File: config.mk
export PLATFORM = sky130hd
export DESIGN_NAME = fft_stage_sequencer
export DESIGN_NICKNAME = d
export VERILOG_FILES = /design/src/rtl/fft_pkg.sv /design/src/rtl/fft_wb_delay.sv /design/src/rtl/fft_stage_sequencer.sv
export SDC_FILE = /design/constraint.sdc
export NUM_CORES = 1
export LEC_CHECK = 0
export ABC_AREA = 1
export BUFFER_PORTS_ARGS = -buffer_cell sky130_fd_sc_hd__buf_2
export CORE_MARGIN = 1
export CORE_UTILIZATION = 35
export CTS_BUF_LIST = sky130_fd_sc_hd__clkbuf_8
export CTS_CLUSTER_DIAMETER = 200
export CTS_CLUSTER_SIZE = 25
export DETAILED_ROUTE_END_ITERATION = 8
export PLACE_DENSITY = 0.62
export SLEW_MARGIN = 20
export SYNTH_ARGS = -nofsm -noshare
export SYNTH_HDL_FRONTEND = slang
export SYNTH_SLANG_ARGS = --single-unit
File: constraint.sdc
create_clock -name clk -period 2.5 [get_ports clk]
set_input_delay 0.125 -clock clk [delete_from_list [all_inputs] [get_ports clk]]
set_output_delay 0.125 -clock clk [all_outputs]
set_load 0.02 [all_outputs]
File: src/rtl/fft_pkg.sv
// fft_pkg: shared state encoding, stage constants and default FFT geometry
package fft_pkg;

    localparam int FFT_ADDRSIZE = 5;
    localparam int FFT_PIPE_LAT = 4;

    localparam logic [2:0] STAGE0 = 3'd0;
    localparam logic [2:0] STAGE1 = 3'd1;
    localparam logic [2:0] STAGE2 = 3'd2;
    localparam logic [2:0] STAGE3 = 3'd3;
    localparam logic [2:0] STAGE4 = 3'd4;

    typedef enum logic [1:0] {IDLE, RUN, DRAIN, DONE} fft_state_e;

endpackage

File: src/rtl/fft_wb_delay.sv
// fft_wb_delay: fixed-depth shift register with freeze and synchronous flush
module fft_wb_delay #(
    parameter int W     = 11,
    parameter int DEPTH = 4
) (
    input  logic         clk,
    input  logic         rst,
    input  logic         hold,
    input  logic [W-1:0] d,
    output logic [W-1:0] q
);

    logic [DEPTH-1:0][W-1:0] sr;

    always_ff @(posedge clk)
        if (rst) sr <= '0;
        else if (!hold) begin
            sr[0] <= d;
            for (int j = 1; j < DEPTH; j++) sr[j] <= sr[j-1];
        end

    assign q = sr[DEPTH-1];

endmodule

File: src/rtl/fft_stage_sequencer.sv
// fft_stage_sequencer: stage/butterfly sequencing, DIF address generation and write-back timing
module fft_stage_sequencer
    import fft_pkg::*;
#(
    parameter int ADDRSIZE = FFT_ADDRSIZE,
    parameter int PIPE_LAT = FFT_PIPE_LAT
) (
    input  logic                clk,
    input  logic                rst,
    input  logic                start,
    input  logic                hold,
    output logic [2:0]          stage_num,
    output logic [ADDRSIZE-2:0] counter,
    output logic                ld_twiddle,
    output logic                rd_en,
    output logic [ADDRSIZE-1:0] rd_addr_a,
    output logic [ADDRSIZE-1:0] rd_addr_b,
    output logic                wr_en,
    output logic [ADDRSIZE-1:0] wr_addr_a,
    output logic [ADDRSIZE-1:0] wr_addr_b,
    output logic                busy,
    output logic                done
);

    localparam int W = 2*ADDRSIZE+1;
    localparam logic [ADDRSIZE-2:0] K_LAST = '1;
    localparam logic [2:0] S_LAST = 3'(ADDRSIZE-1);
    localparam logic [3:0] DRAIN_INIT = 4'(PIPE_LAT);

    fft_state_e state, state_d;
    logic [2:0] stage_d;
    logic [ADDRSIZE-2:0] k_d;
    logic [3:0] drain, drain_d;
    logic run, wb_valid;
    logic [W-1:0] wb_q;

    // Split k at the stage's span bit and insert the operand select there.
    function automatic logic [ADDRSIZE-1:0] ins_addr(input logic [ADDRSIZE-2:0] k,
                                                     input logic [2:0] st, input logic sel);
        logic [ADDRSIZE-1:0] kw, low_mask;
        int p;
        p = ADDRSIZE - 1 - int'(st);
        kw = ADDRSIZE'(k);
        low_mask = (ADDRSIZE'(1) << p) - ADDRSIZE'(1);
        return ((kw & ~low_mask) << 1) | (kw & low_mask) | (ADDRSIZE'(sel) << p);
    endfunction

    always_ff @(posedge clk)
        if (rst) begin
            state     <= IDLE;
            stage_num <= STAGE0;
            counter   <= '0;
            drain     <= '0;
        end else if (!hold) begin
            state     <= state_d;
            stage_num <= stage_d;
            counter   <= k_d;
            drain     <= drain_d;
        end

    always_comb begin
        state_d = state;
        stage_d = stage_num;
        k_d     = counter;
        drain_d = drain;
        case (state)
            IDLE: if (start) begin
                state_d = RUN;
                stage_d = STAGE0;
                k_d     = '0;
            end
            RUN: begin
                k_d = counter + 1'b1;
                if (counter == K_LAST) begin
                    state_d = DRAIN;
                    drain_d = DRAIN_INIT;
                end
            end
            DRAIN: begin
                drain_d = drain - 1'b1;
                if (drain == 4'd1) begin
                    state_d = stage_num == S_LAST ? DONE : RUN;
                    stage_d = stage_num == S_LAST ? stage_num : stage_num + 1'b1;
                    k_d     = '0;
                end
            end
            DONE: state_d = IDLE;
            default: state_d = IDLE;
        endcase
    end

    assign run        = state == RUN;
    assign rd_en      = run & ~hold;
    assign ld_twiddle = rd_en;
    assign busy       = state != IDLE;
    assign done       = (state == DONE) & ~hold;
    assign rd_addr_a  = run ? ins_addr(counter, stage_num, 1'b0) : '0;
    assign rd_addr_b  = run ? ins_addr(counter, stage_num, 1'b1) : '0;

    // The delay line is keyed on the unheld read so a held cycle never loses a slot.
    fft_wb_delay #(.W(W), .DEPTH(PIPE_LAT)) u_wb (
        .clk (clk),
        .rst (rst),
        .hold(hold),
        .d   ({run, rd_addr_a, rd_addr_b}),
        .q   (wb_q)
    );

    assign {wb_valid, wr_addr_a, wr_addr_b} = wb_q;
    assign wr_en = wb_valid & ~hold;

endmodule

* Word-level counts from Yosys, hierarchy flattened
Index checks and enable logic that the tools add are counted. Widths: inputs -> output; s select.
Operators by class: add/sub/neg operators 5, equality and inequality tests 10, shift operators 2, mux-type cells 16, bitwise operators 10, reduce and logical (&&, ||, !) cells 9
Operators with widths (number):
- $shl 1x32->5 const A | 2
- $or 5x5->5 | 3
- $mux 4 | 3
- $pmux 4 s3 | 1
- $mux 5 | 2
- $mux 3 | 3
- $mux 2 | 4
- $pmux 2 s4 | 1
- $pmux 4 s2 | 1
- $reduce_and 4->1 | 2
- $ne 2x2->1 const B | 3
- $pmux 3 s2 | 1
- $reduce_bool 2->1 | 3
- $and 4x5->5 | 1
- $reduce_and 5->1 | 1
- $sub 5x2->5 const B | 1
- $add 4x1->4 const B | 1
- $and 4x4->4 | 1
- $eq 2x2->1 const B | 2
- $eq 4x1->1 const B | 1
- $eq 4x4->1 const B | 1
- $not 4->4 | 1
- $sub 3x3->4 const A | 1
- $sub 4x1->4 const B | 1
- other kinds (9) | 11
Word-level totals: bits in registers 57, bits of input ports 4, output and inout port bits 32

* Logic depth before layout (Yosys ltp)
Gate-level depths: netlist (run 1).
depth after elaboration 8, gate-level depth with buffers 13, depth with buffers taken out 13

* Hierarchy
A second synthesis (run 1) with hierarchy kept.
Unflattened totals: cell total of the unflattened synthesis 462, area, all modules 2950.3 um2
By module, submodules not included:
- fft_wb_delay | instances 1, cells an instance 290, area an instance 1884.3 um2, seq. area each 880.8 um2
- fft_stage_sequencer | instances 1, cells an instance 172, area an instance 1066.0 um2, seq. area each 260.2 um2

* Worst setup path after synthesis (run 1)
OpenSTA, ideal clock, no wires.
path type register -> register, start register stage_num[0], end register u_wb.sr[7] (netlist name), arrival time 2512 ps, data required time 2440 ps, slack -71 ps, stages on the path, launching flop included 11, buffers on the path 0, clock period less this slack 2571 ps, cell sequence dfxtp_1 > inv_1 > ha_1 > ha_1 > nor2_1 > nand2_1 > ha_1 > inv_1 > o31ai_1 > o21ai_0 > inv_1
Between the ends: longest elaborated chain between the ends 8, elaborated cells on any way between the ends 10
Ends and longest elaborated chain:
- from (decl) | RTL line fft_stage_sequencer.sv:12 | output logic [2:0] stage_num,
- from (signal assigned) | RTL line fft_stage_sequencer.sv:56 | stage_num <= stage_d;
- $sub 3x3->4 (*) | RTL line fft_stage_sequencer.sv:42 | p = ADDRSIZE - 1 - int'(st);
- $shl 1x32->5 | RTL line fft_stage_sequencer.sv:44 | low_mask = (ADDRSIZE'(1) << p) - ADDRSIZE'(1);
- $sub 5x2->5 | RTL line fft_stage_sequencer.sv:44
- $not 4->4 | RTL line fft_stage_sequencer.sv:45 | return ((kw & ~low_mask) << 1) | (kw & low_mask) | (ADDRSIZE'(sel) << p);
- $and 4x4->4 | RTL line fft_stage_sequencer.sv:45
- $or 5x5->5 | RTL line fft_stage_sequencer.sv:45
- $or 5x5->5 (*) | RTL line fft_stage_sequencer.sv:45
- $mux 5 (*) | RTL line fft_stage_sequencer.sv:97 | assign rd_addr_a = run ? ins_addr(counter, stage_num, 1'b0) : '0;
- named net rd_addr_a[2] | RTL line fft_stage_sequencer.sv:16 | output logic [ADDRSIZE-1:0] rd_addr_a,
- to (decl) | RTL line fft_wb_delay.sv:13 | logic [DEPTH-1:0][W-1:0] sr;
Mark *: on every way through the listed nets, which the timed path passes. The rest lies on a longest branch. A chain may end at the register's enable or synchronous reset.

* Worst setup path after layout (run 1)
start register stage_num[0], end output port rd_addr_b[2]
Between the ends: longest elaborated chain between the ends 8, elaborated cells on any way between the ends 9
Ends and longest elaborated chain:
- $sub 3x3->4 (*) | RTL line fft_stage_sequencer.sv:42
- $shl 1x32->5 (*) | RTL line fft_stage_sequencer.sv:44, fft_stage_sequencer.sv:45
- $sub 5x2->5 | RTL line fft_stage_sequencer.sv:44
- $not 4->4 | RTL line fft_stage_sequencer.sv:45
- $and 4x4->4 | RTL line fft_stage_sequencer.sv:45
- $or 5x5->5 | RTL line fft_stage_sequencer.sv:45
- $or 5x5->5 (*) | RTL line fft_stage_sequencer.sv:45
- $mux 5 (*) | RTL line fft_stage_sequencer.sv:98 | assign rd_addr_b = run ? ins_addr(counter, stage_num, 1'b1) : '0;
- to (decl) | RTL line fft_stage_sequencer.sv:17 | output logic [ADDRSIZE-1:0] rd_addr_b,
Mark *: on every way between the ends. The rest lies on a longest branch, timed or not.

==> results of run 1 <==
final timing paths:
path / start / to / slack [ns] / cells after the start
hold / removal: rst / drain[1] / 0.16 / 2
setup / recovery: stage_num[0] / rd_addr_b[2] / 0.09 / 11
hold reg to reg: u_wb.q[10] / u_wb.q[10] / 0.47 / 2
setup reg to reg: stage_num[0] / u_wb.sr[8] / 0.52 / 12
report_power, final:
part | internal (µW) | switching, µW
clock network | 560 | 390
logic | 89.2 | 193
registers | 964 | 34.8
total | 1610 | 618
worst reg2reg max path: stages (launching register included):
cell	delay (ns)
dfxtp_4	0.38
inv_2	0.06
ha_2	0.19
ha_4	0.22
inv_1	0.08
nand3_2	0.12
ha_2	0.22
inv_1	0.07
nand3_1	0.13
nand3_2	0.13
nand2_1	0.08
o21ai_0	0.16
inv_1	0.05
flip-flops by register name (all words and copies together) (netlist names):
register / count
drain: 4
stage_num: 3
u_wb.sr: 33
u_wb.q: 11
state: 2
counter: 4
cells by family after synthesis:
family | Yosys count | share of synthesized area [%]
adders and majority gates | 8 | 3.91
buffers and inverters | 66 | 11.3
and+or+nand+nor | 160 | 25.3
AOI/OAI and AO/OA | 68 | 14.1
xor gates and xnor gates | 2 | 0.685
DFF | 57 | 44.6
routing by layer:
metal / vias to the layer above / wire [µm] / global-route usage [%]
met4: 0 / 133 / 9.09
met1: 964 / 2850 / 21.6
met5: - / 0 / 0
met3: 12 / 230 / 3.51
met2: 42 / 2230 / 23.0
li1: 1194 / - / -
metrics by stage:
step                setup slack (ns)  hold WS [ns]  instance area [µm²]
floorplan                      0.126         0.285                 2560
CTS                           0.0140         0.156                 2990
global placement               0.212         0.447                 2750
finish                        0.0928         0.160                 3020
global route                -0.00947         0.193                 3020
detailed placement             0.185         0.451                 2750
timing repair:
action | 4_1_cts | 5_1_grt
resized for setup | 7 | 6
setup buffers | 0 | 2
pin swaps | 1 | 0
setup endpoints to repair | 7 | 7
cell type report:
cell class	instances	share of cell area, %
clock buffer	9	4.10
clock inverter	7	3.11
inverter	41	5.10
multi-input combinational	238	38.6
sequential	57	37.9
tap	96	3.98
timing repair buffer	40	7.21
placed cells by master, fill, tap and decap left out, types with 2 or more instances in the layout:
master | netlist | layout
nand2_1 | 31 | 30
o21ai_1 | 2 | 2
inv_1 | 40 | 39
clkinv_2 | 0 | 2
clkinvlp_4 | 0 | 2
buf_4 | 11 | 7
a21oi_1 | 13 | 13
buf_2 | 1 | 33
nand4_1 | 4 | 4
o21ai_0 | 47 | 47
inv_2 | 1 | 2
nand3_1 | 17 | 15
nor3_1 | 6 | 6
clkbuf_8 | 0 | 9
dfxtp_1 | 57 | 55
xor2_1 | 2 | 2
bufinv_16 | 0 | 2
nand3_2 | 0 | 2
ha_2 | 0 | 2
ha_1 | 8 | 5
nor2_1 | 100 | 99
nor2_2 | 1 | 2
==> results.toml, run 1 <==
[outcome]
status = "complete, no violations"

[sta]
fin_skew_ns = 0.00954
tightest_slew_ns = 0.446
maxSlewHeadroom_pct = 70.2
finalSetupViolations = 0
finalHoldViolCount = 0
min_period_ns = 2.41
tns_ns = 0
finalCritPeriodShare_pct = 96.3
final_max_slew_viol_count = 0
max_freq_mhz = 415

[yosys]
syn-cell-area_um2 = 2560
synth_top_area_share_pct = 44.6
yosys_most_used_dff = "dfxtp_1"
yosysWarnings = 0
syn_inst = 361
yosysTopAreaCell = "dfxtp_1"
seq_area_frac_synth_pct = 44.6
syn_avg_cell_area_um2 = 7.09
yosysUniqueCellTypes = 24
async_reset_ff_share_pct = 0
ys_ff_latch = 57
synth_edf_count = 0
synthTopCellsByArea = "dfxtp_1 45%, nor2_1 15%, o21ai_0 9.2%, inv_1 5.9%, nand2_1 4.5%"
yosys-top-cells-count = "100 x nor2_1, 57 x dfxtp_1, 47 x o21ai_0, 40 x inv_1, 31 x nand2_1"
syn_nets = 373
yosys.cell_count.top_type = "nor2_1"

[clock_tree]
clock-sinks = 57
root_buffer = "clkbuf_8"
cts_buffers = 9
cts.path.max_buffers = 2
worstSkewPairLatency_ns = 0.34
cts-htree-levels = 3
cts_tree = "done"
hold_buffers = 0
path_clk_slew_ns = 0.06

[critical_path]
cp_data_required_time_ns = 2.38
critical-path-top-delay-family = "adder cells"
crit_slowest_cell = "dfxtp_4"
startpoint_type = "flop"
path_class = "flop to output pin"
cp_common_cell = "inv_1"
path_buf_inv = 5
slowest_delay_ns = 0.38
path_cells = "inv_2 -> ha_2 -> ha_4 -> inv_1 -> nand3_2 -> ha_2 -> inv_1 -> o221ai_1 -> nand2_1 -> inv_1 -> buf_4"
worstSetupEndpointType = "output pin"
cp_max_fo = 6
cp_data_arrival_time_ns = 2.28

[global_route]
grt_pass1_wl_um = 9240
antenna_found_initial = 0
grt.overflow.total = 0
grt_max_degree = 42
globalRouteTotalUtil_pct = 15.9
grt_pass1_vias = 1980

[place]
post-place-cells = 470
gp_congestion = 0.791
dp_hpwl_um = 3670
io_buffer_count = 35

[detailed_routing]
viasPerCell = 4.53
num_vias = 2212
post_drt_wl_per_cell_um = 11.2
drt_drc_violations_left = 0
drtIter0Drc = 67
drt_wl_total_um = 5450
first_pass_iters = 4
ant_nets = 0

[pwr]
p_leak_uw = 0.00145
total_power_uw = 2230
powerDensity_nw_per_um2 = 739
ir_worst_vdd_mv = 0.270

[floorplan]
start_util_pct = 36.8
die_h_um = 87.5
die_w_um = 87.5
core-area_um2 = 6940
rows = 30
boundaryPins = 36
die_area_um2 = 7660

[final_layout]
fin_util_pct = 43.5
multi_input_area_um2 = 1160
n_antenna_cell = 0
seq_area_um2 = 1150
nFillCells = 733
nNetsFinal = 399
area_delta_synth_final_pct = 18.0
drive_gt1_share_pct = 18.4
fin_cells = 488

[worst_hold_path]
min_path_type = "input pin to flop"

[run]
maxCapViolations = 0
No activity file was read; power rests on OpenSTA's default activity.
==> run 2: changes to the inputs <==
- SYNTH_HIERARCHICAL: not set -> 1
==> run 2 against run 1 <==
The flow now finishes with violations (negative setup slack). Critical path depth increased by 1. Highest routed layer unchanged. Synthesized area up 15%. Utilization down 0.70 points. Combinational power increased by 68%. Non-clock buffer count is 11 higher. Sequential share of layout area is 5.2 points lower. Setup slack worse by 0.11 ns. Hold slack worse by 0.073 ns. Clock power up 8%.
==> results.toml, run 2 <==
[outcome]
status = "finished, violations left"
violations = "negative setup slack"

[floorplan]
die_w_um = 93.8
boundaryPins = 36
die_h_um = 93.8
core-area_um2 = 8180
die_area_um2 = 8800
start_util_pct = 36.1
rows = 33

[yosys]
synth_top_area_share_pct = 38.7
syn_inst = 462
synth_edf_count = 0
yosysWarnings = 6
yosys_most_used_dff = "dfxtp_1"
yosys-top-cells-count = "132 x nand2_1, 107 x nor2_1, 70 x inv_1, 57 x dfxtp_1"
synthTopCellsByArea = "dfxtp_1 39%, nand2_1 17%, nor2_1 14%, inv_1 8.9%, ha_1 3.4%"
ys_ff_latch = 57
yosysUniqueCellTypes = 28
yosys.cell_count.top_type = "nand2_1"
syn_avg_cell_area_um2 = 6.39
async_reset_ff_share_pct = 0
syn_nets = 474
seq_area_frac_synth_pct = 38.7
syn-cell-area_um2 = 2950
yosysTopAreaCell = "dfxtp_1"

[detailed_routing]
post_drt_wl_per_cell_um = 10.0
first_pass_iters = 4
ant_nets = 0
viasPerCell = 4.29
num_vias = 2596
drtIter0Drc = 128
drt_wl_total_um = 6070
drt_drc_violations_left = 0

[place]
gp_congestion = 0.894
placedInstanceArea_um2 = 3140
dp_hpwl_um = 3920
io_buffer_count = 35
post-place-ws_ns = 0.0664

[pwr]
total_power_uw = 2520
p_leak_uw = 0.00176
seqPwrFrac_pct = 40.1
ir_worst_vdd_mv = 0.302
p_sw_uw = 720
power.internal_uw = 1800
p_clk_share_pct = 41.1
powerDensity_nw_per_um2 = 720
combPwrFrac_pct = 18.8
swShare_pct = 28.6

[clock_tree]
hold_buffers = 0
clock-sinks = 57
cts-htree-levels = 3
root_buffer = "clkbuf_8"
path_clk_slew_ns = 0.07
cts_tree = "done"
worstSkewPairLatency_ns = 0.34
cts_buffers = 9
cts.path.max_buffers = 2

[final_layout]
n_antenna_cell = 0
drive_gt1_share_pct = 17.2
fin_util_pct = 42.8
area_delta_synth_final_pct = 18.6
largest_register_ffs = 33
seq_area_um2 = 1150
final_common_cell = "nand2_1"
nFillCells = 860
nNetsFinal = 507
top_register = "u_wb/sr"
final_cell_area_um2 = 3500
final_cell_mix = "131 x nand2_1, 106 x nor2_1, 69 x inv_1, 55 x dfxtp_1, 34 x buf_2"
multi_input_area_um2 = 1400

[critical_path]
slowest_delay_ns = 0.34
critical-path-top-delay-family = "adder cells"
path_buf_inv = 4
cp_common_cell = "ha_4"
path_class = "flop to output pin"
crit_slowest_cell = "dfxtp_2"
cp_data_arrival_time_ns = 2.39
cp_max_fo = 3
worstSetupEndpointType = "output pin"
cp_data_required_time_ns = 2.38
path_cells = "inv_2 -> ha_4 -> ha_4 -> nand3b_1 -> nor2_1 -> inv_1 -> ha_4 -> or2_4 -> o22ai_4 -> inv_2 -> o21ai_4 -> buf_6"
startpoint_type = "flop"

[sta]
max_freq_mhz = 397
tightest_slew_ns = 0.447
fin_skew_ns = 0.00956
final_max_slew_viol_count = 0
finalHoldViolCount = 0
whs_ns = 0.0874
rsz0062_at_grt = "yes"
finalSetupViolations = 1
finalCritPeriodShare_pct = 101
maxSlewHeadroom_pct = 69.9
setup_ws_ns = -0.0180
min_period_ns = 2.52

[global_route]
grt_max_degree = 93
grt_pass1_vias = 2238
antenna_found_initial = 0
globalRouteTotalUtil_pct = 15.0
grt.overflow.total = 0
grt_pass1_wl_um = 10300

[worst_hold_path]
min_path_type = "input pin to flop"

[run]
maxCapViolations = 0
-- run 2: cell types whose count changed in the layout (fill, tap and decap cells not counted), moves of 3 or more --
cell and change:
nand2_1 +101, o21ai_0 -42, nor3_1 -3, buf_4 +8
nand3_1 -5, nor2_1 +7, inv_1 +30
-- run 2: layout make-up --
type | instances | share of cell area, %
clock inverters | 7 | 3.18
clock buffers | 9 | 3.54
multi-input cells | 303 | 39.9
repair buffers | 51 | 8.98
flip-flops and latches | 57 | 32.8
well taps | 105 | 3.76
inverters | 73 | 7.90
-- run 2: worst paths after layout --
kind	startpoint	cells past startpoint	endpoint	slack [ns]
max	stage_num[1]	12	rd_addr_b[1]	-0.02
min	rst	2	stage_num[2]	0.09
max reg2reg	stage_num[1]	15	u_wb/sr[1]	0.16
min reg2reg	u_wb/sr[13]	2	u_wb/sr[24]	0.47
-- run 2: worst reg2reg max path: cells and delay by family (launching register included) --
kind | cells | cell delay (ns)
flip-flops | 1 | 0.34
buffers and inverters | 5 | 0.42
AND/OR/NAND/NOR | 5 | 0.64
adder cells (fa/ha/maj) | 3 | 0.62
AO/OA/AOI/OAI | 2 | 0.25
-- run 2: cell families after synthesis --
| family | share of synthesized area, % |
|---|---|
| adders and majority gates | 3.39 |
| xor gates and xnor gates | 0.594 |
| AOI/OAI and AO/OA | 5.60 |
| DFF | 38.7 |
| buffers and inverters | 16.2 |
| and+or+nand+nor | 35.5 |
-- run 2: what timing repair did --
item / 4_1_cts / 5_1_grt
resized for setup: 8 / 2
hold endpoints to repair: 0 / 0
endpoints found under the setup margin: 2 / 4
buffers inserted: 8 / 3
pin swaps: 6 / 2
cloned: 0 / 0
-- run 2: routing by layer --
metal	up-vias	track usage [%]	share of wire (%)	wire (µm)
met4	0	7.69	1.9	113
met1	1106	20.6	51	3100
met3	10	3.64	4.5	276
met2	56	21.7	43	2580
li1	1424	-	-	-
met5	-	0	0	0
-- run 2: power by group through the flow --
stage | registers [µW] | clock network (µW) | logic, µW
6_report | 1010 | 1030 | 474
3_5_place_dp | 1030 | 0 | 424
4_1_cts | 1010 | 1060 | 462
2_1_floorplan | 1030 | 0 | 349
5_1_grt | 1020 | 1100 | 537
3_3_place_gp | 1030 | 0 | 416
-- run 2: stage by stage --
| stage | TNS (ns) | cells |
|---|---|---|
| 2_1_floorplan | 0 | 462 |
| 3_3_place_gp | 0 | 578 |
| 3_5_place_dp | 0 | 578 |
| 4_1_cts | -0.0130 | 602 |
| 5_1_grt | -0.158 | 605 |
| 6_report | -0.0180 | 605 |
==> run 3: changes to the inputs <==
- CELL_PAD_IN_SITES_DETAIL_PLACEMENT: not set -> 1
- CELL_PAD_IN_SITES_GLOBAL_PLACEMENT: not set -> 1
- PLACE_DENSITY: 0.62 -> 0.79
==> run 3 against run 2 <==
Utilization grew 0.21 points. Final area grew 0.50%. Sequential cell count is the same. Clock skew grew 0.00089 ns. Setup slack lost 0.085 ns. The flow still finishes with violations (negative setup slack). Largest cell class unchanged. Cell count shrank 0.50%. Combinational power grew 7.8%. Global-route usage grew 3.1 points. Register-to-register slack lost 0.11 ns. Count of clock-buffer cells in the layout is the same.
==> results.toml, run 3 (synthesis results as in run 2) <==
[pwr]
swShare_pct = 31.6
seqPwrFrac_pct = 40.3
p_sw_uw = 793
p_leak_uw = 0.00174
ir_worst_vdd_mv = 0.341
powerDensity_nw_per_um2 = 713
power.internal_uw = 1710
combPwrFrac_pct = 20.4
p_clk_share_pct = 39.3

[critical_path]
worstSetupEndpointType = "output pin"
cp_data_required_time_ns = 2.38
path_class = "flop to output pin"
cp_max_fo = 5
cp_data_arrival_time_ns = 2.48
startpoint_type = "flop"

[final_layout]
seq_area_um2 = 1150
area_delta_synth_final_pct = 19.2
fin_util_pct = 43.0
n_antenna_cell = 0
nFillCells = 1104
final_common_cell = "nand2_1"
final_cell_area_um2 = 3520
drive_gt1_share_pct = 18.5
top_register = "u_wb/sr"
multi_input_area_um2 = 1430
largest_register_ffs = 33
final_cell_mix = "129 x nand2_1, 105 x nor2_1, 67 x inv_1, 55 x dfxtp_1, 30 x buf_2"
fin_cells = 602
nNetsFinal = 504

[sta]
tns_ns = -0.191
final_max_slew_viol_count = 0
min_period_ns = 2.60
fin_skew_ns = 0.0105
finalHoldViolCount = 0
maxSlewHeadroom_pct = 40.1
rsz0062_at_grt = "yes"
setup_ws_ns = -0.103
tightest_slew_ns = 0.893
finalCritPeriodShare_pct = 104
max_freq_mhz = 384
finalSetupViolations = 2

[floorplan]
core-area_um2 = 8180
start_util_pct = 36.1
die_area_um2 = 8800
die_w_um = 93.8
rows = 33
die_h_um = 93.8
boundaryPins = 36

[clock_tree]
cts_tree = "done"
cts_buffers = 9
root_buffer = "clkbuf_8"
clock-sinks = 57
path_clk_slew_ns = 0.08
hold_buffers = 0
cts.path.max_buffers = 2
cts-htree-levels = 3
worstSkewPairLatency_ns = 0.35

[global_route]
antenna_found_initial = 0
grt_max_degree = 48
grt.overflow.total = 0
grt_pass1_vias = 2632
globalRouteTotalUtil_pct = 18.1
grt_pass1_wl_um = 12400

[detailed_routing]
first_pass_iters = 4
drt_wl_total_um = 7430
ant_nets = 0
num_vias = 2679
drt_drc_violations_left = 0
drtIter0Drc = 94
viasPerCell = 4.45
post_drt_wl_per_cell_um = 12.3

[worst_hold_path]
min_path_type = "input pin to flop"

[outcome]
violations = "negative setup slack"
status = "finished, violations left"

[place]
placedInstanceArea_um2 = 3140
post-place-cells = 578
post-place-ws_ns = -0.0163
dp_hpwl_um = 4800
io_buffer_count = 35
gp_congestion = 0.831

[run]
maxCapViolations = 0
==> run 3: cell types whose count changed in the layout (fill, tap and decap cells not counted), sizes merged <==
cell / before / now
buf: 51 / 48
inv: 73 / 72
bufinv: 3 / 2
clkinv: 4 / 5
clkinvlp: 0 / 1
==> run 3: path summary, 6_finish.rpt <==
path                              startpoint      endpoint  slack [ns]  cells after the start
worst max register to register  stage_num[1]    u_wb/sr[1]        0.05                     15
worst max-delay path            stage_num[1]  rd_addr_b[1]       -0.10                     12
worst min-delay path                     rst      state[0]        0.07                      2
worst min register to register    u_wb/sr[0]   u_wb/sr[11]        0.47                      2
==> run 3: final cells by class <==
type                            count  share of cell area [%]
Tap cell                          105                    3.74
Clock buffer                        9                    3.52
Multi-Input combinational cell    303                    40.6
Clock inverter                      7                    2.92
Inverter                           73                    7.94
Timing Repair Buffer               48                    8.68
Sequential cell                    57                    32.6
==> run 3: power by group through the flow <==
| stage | combinational (µW) | sequential (µW) | clock, µW |
|---|---|---|---|
| floorplan | 349 | 1030 | 0 |
| global placement | 422 | 1030 | 0 |
| detailed placement | 441 | 1030 | 0 |
| CTS | 474 | 1010 | 1010 |
| global route | 575 | 1020 | 1060 |
| finish | 511 | 1010 | 987 |
==> run 3: metal layers <==
metal  GRT usage, %  up-vias  wire, µm
met5              0        -         0
met4           7.31        0       125
met3           4.29       12       274
met2           30.2       52      3600
met1           22.4     1197      3430
li1               -     1418         -
==> run 3: per-stage QoR <==
step / hold WS [ns] / total power (µW)
2_1_floorplan: 0.309 / 1380
3_3_place_gp: 0.435 / 1450
3_5_place_dp: 0.440 / 1470
4_1_cts: 0.0632 / 2490
5_1_grt: 0.0706 / 2650
6_report: 0.0705 / 2510
==> run 3: what timing repair did <==
action                                  4_1_cts  5_1_grt
endpoints found under the setup margin        7        8
hold endpoints to repair                      0        0
pin swaps                                     4        2
gates cloned                                  0        0
setup buffers                                 5        3
gates resized for setup                       9       15
==> run 3: critical path, cell delays in order (launching register included) <==
cell and delay, ns:
dfxtp_2 0.34, inv_2 0.07, ha_4 0.17, ha_4 0.23
nand3b_1 0.19, nor2_1 0.13, inv_1 0.09, ha_4 0.22
or2_4 0.25, o22ai_4 0.17, inv_2 0.07, o21ai_4 0.07
buf_6 0.14
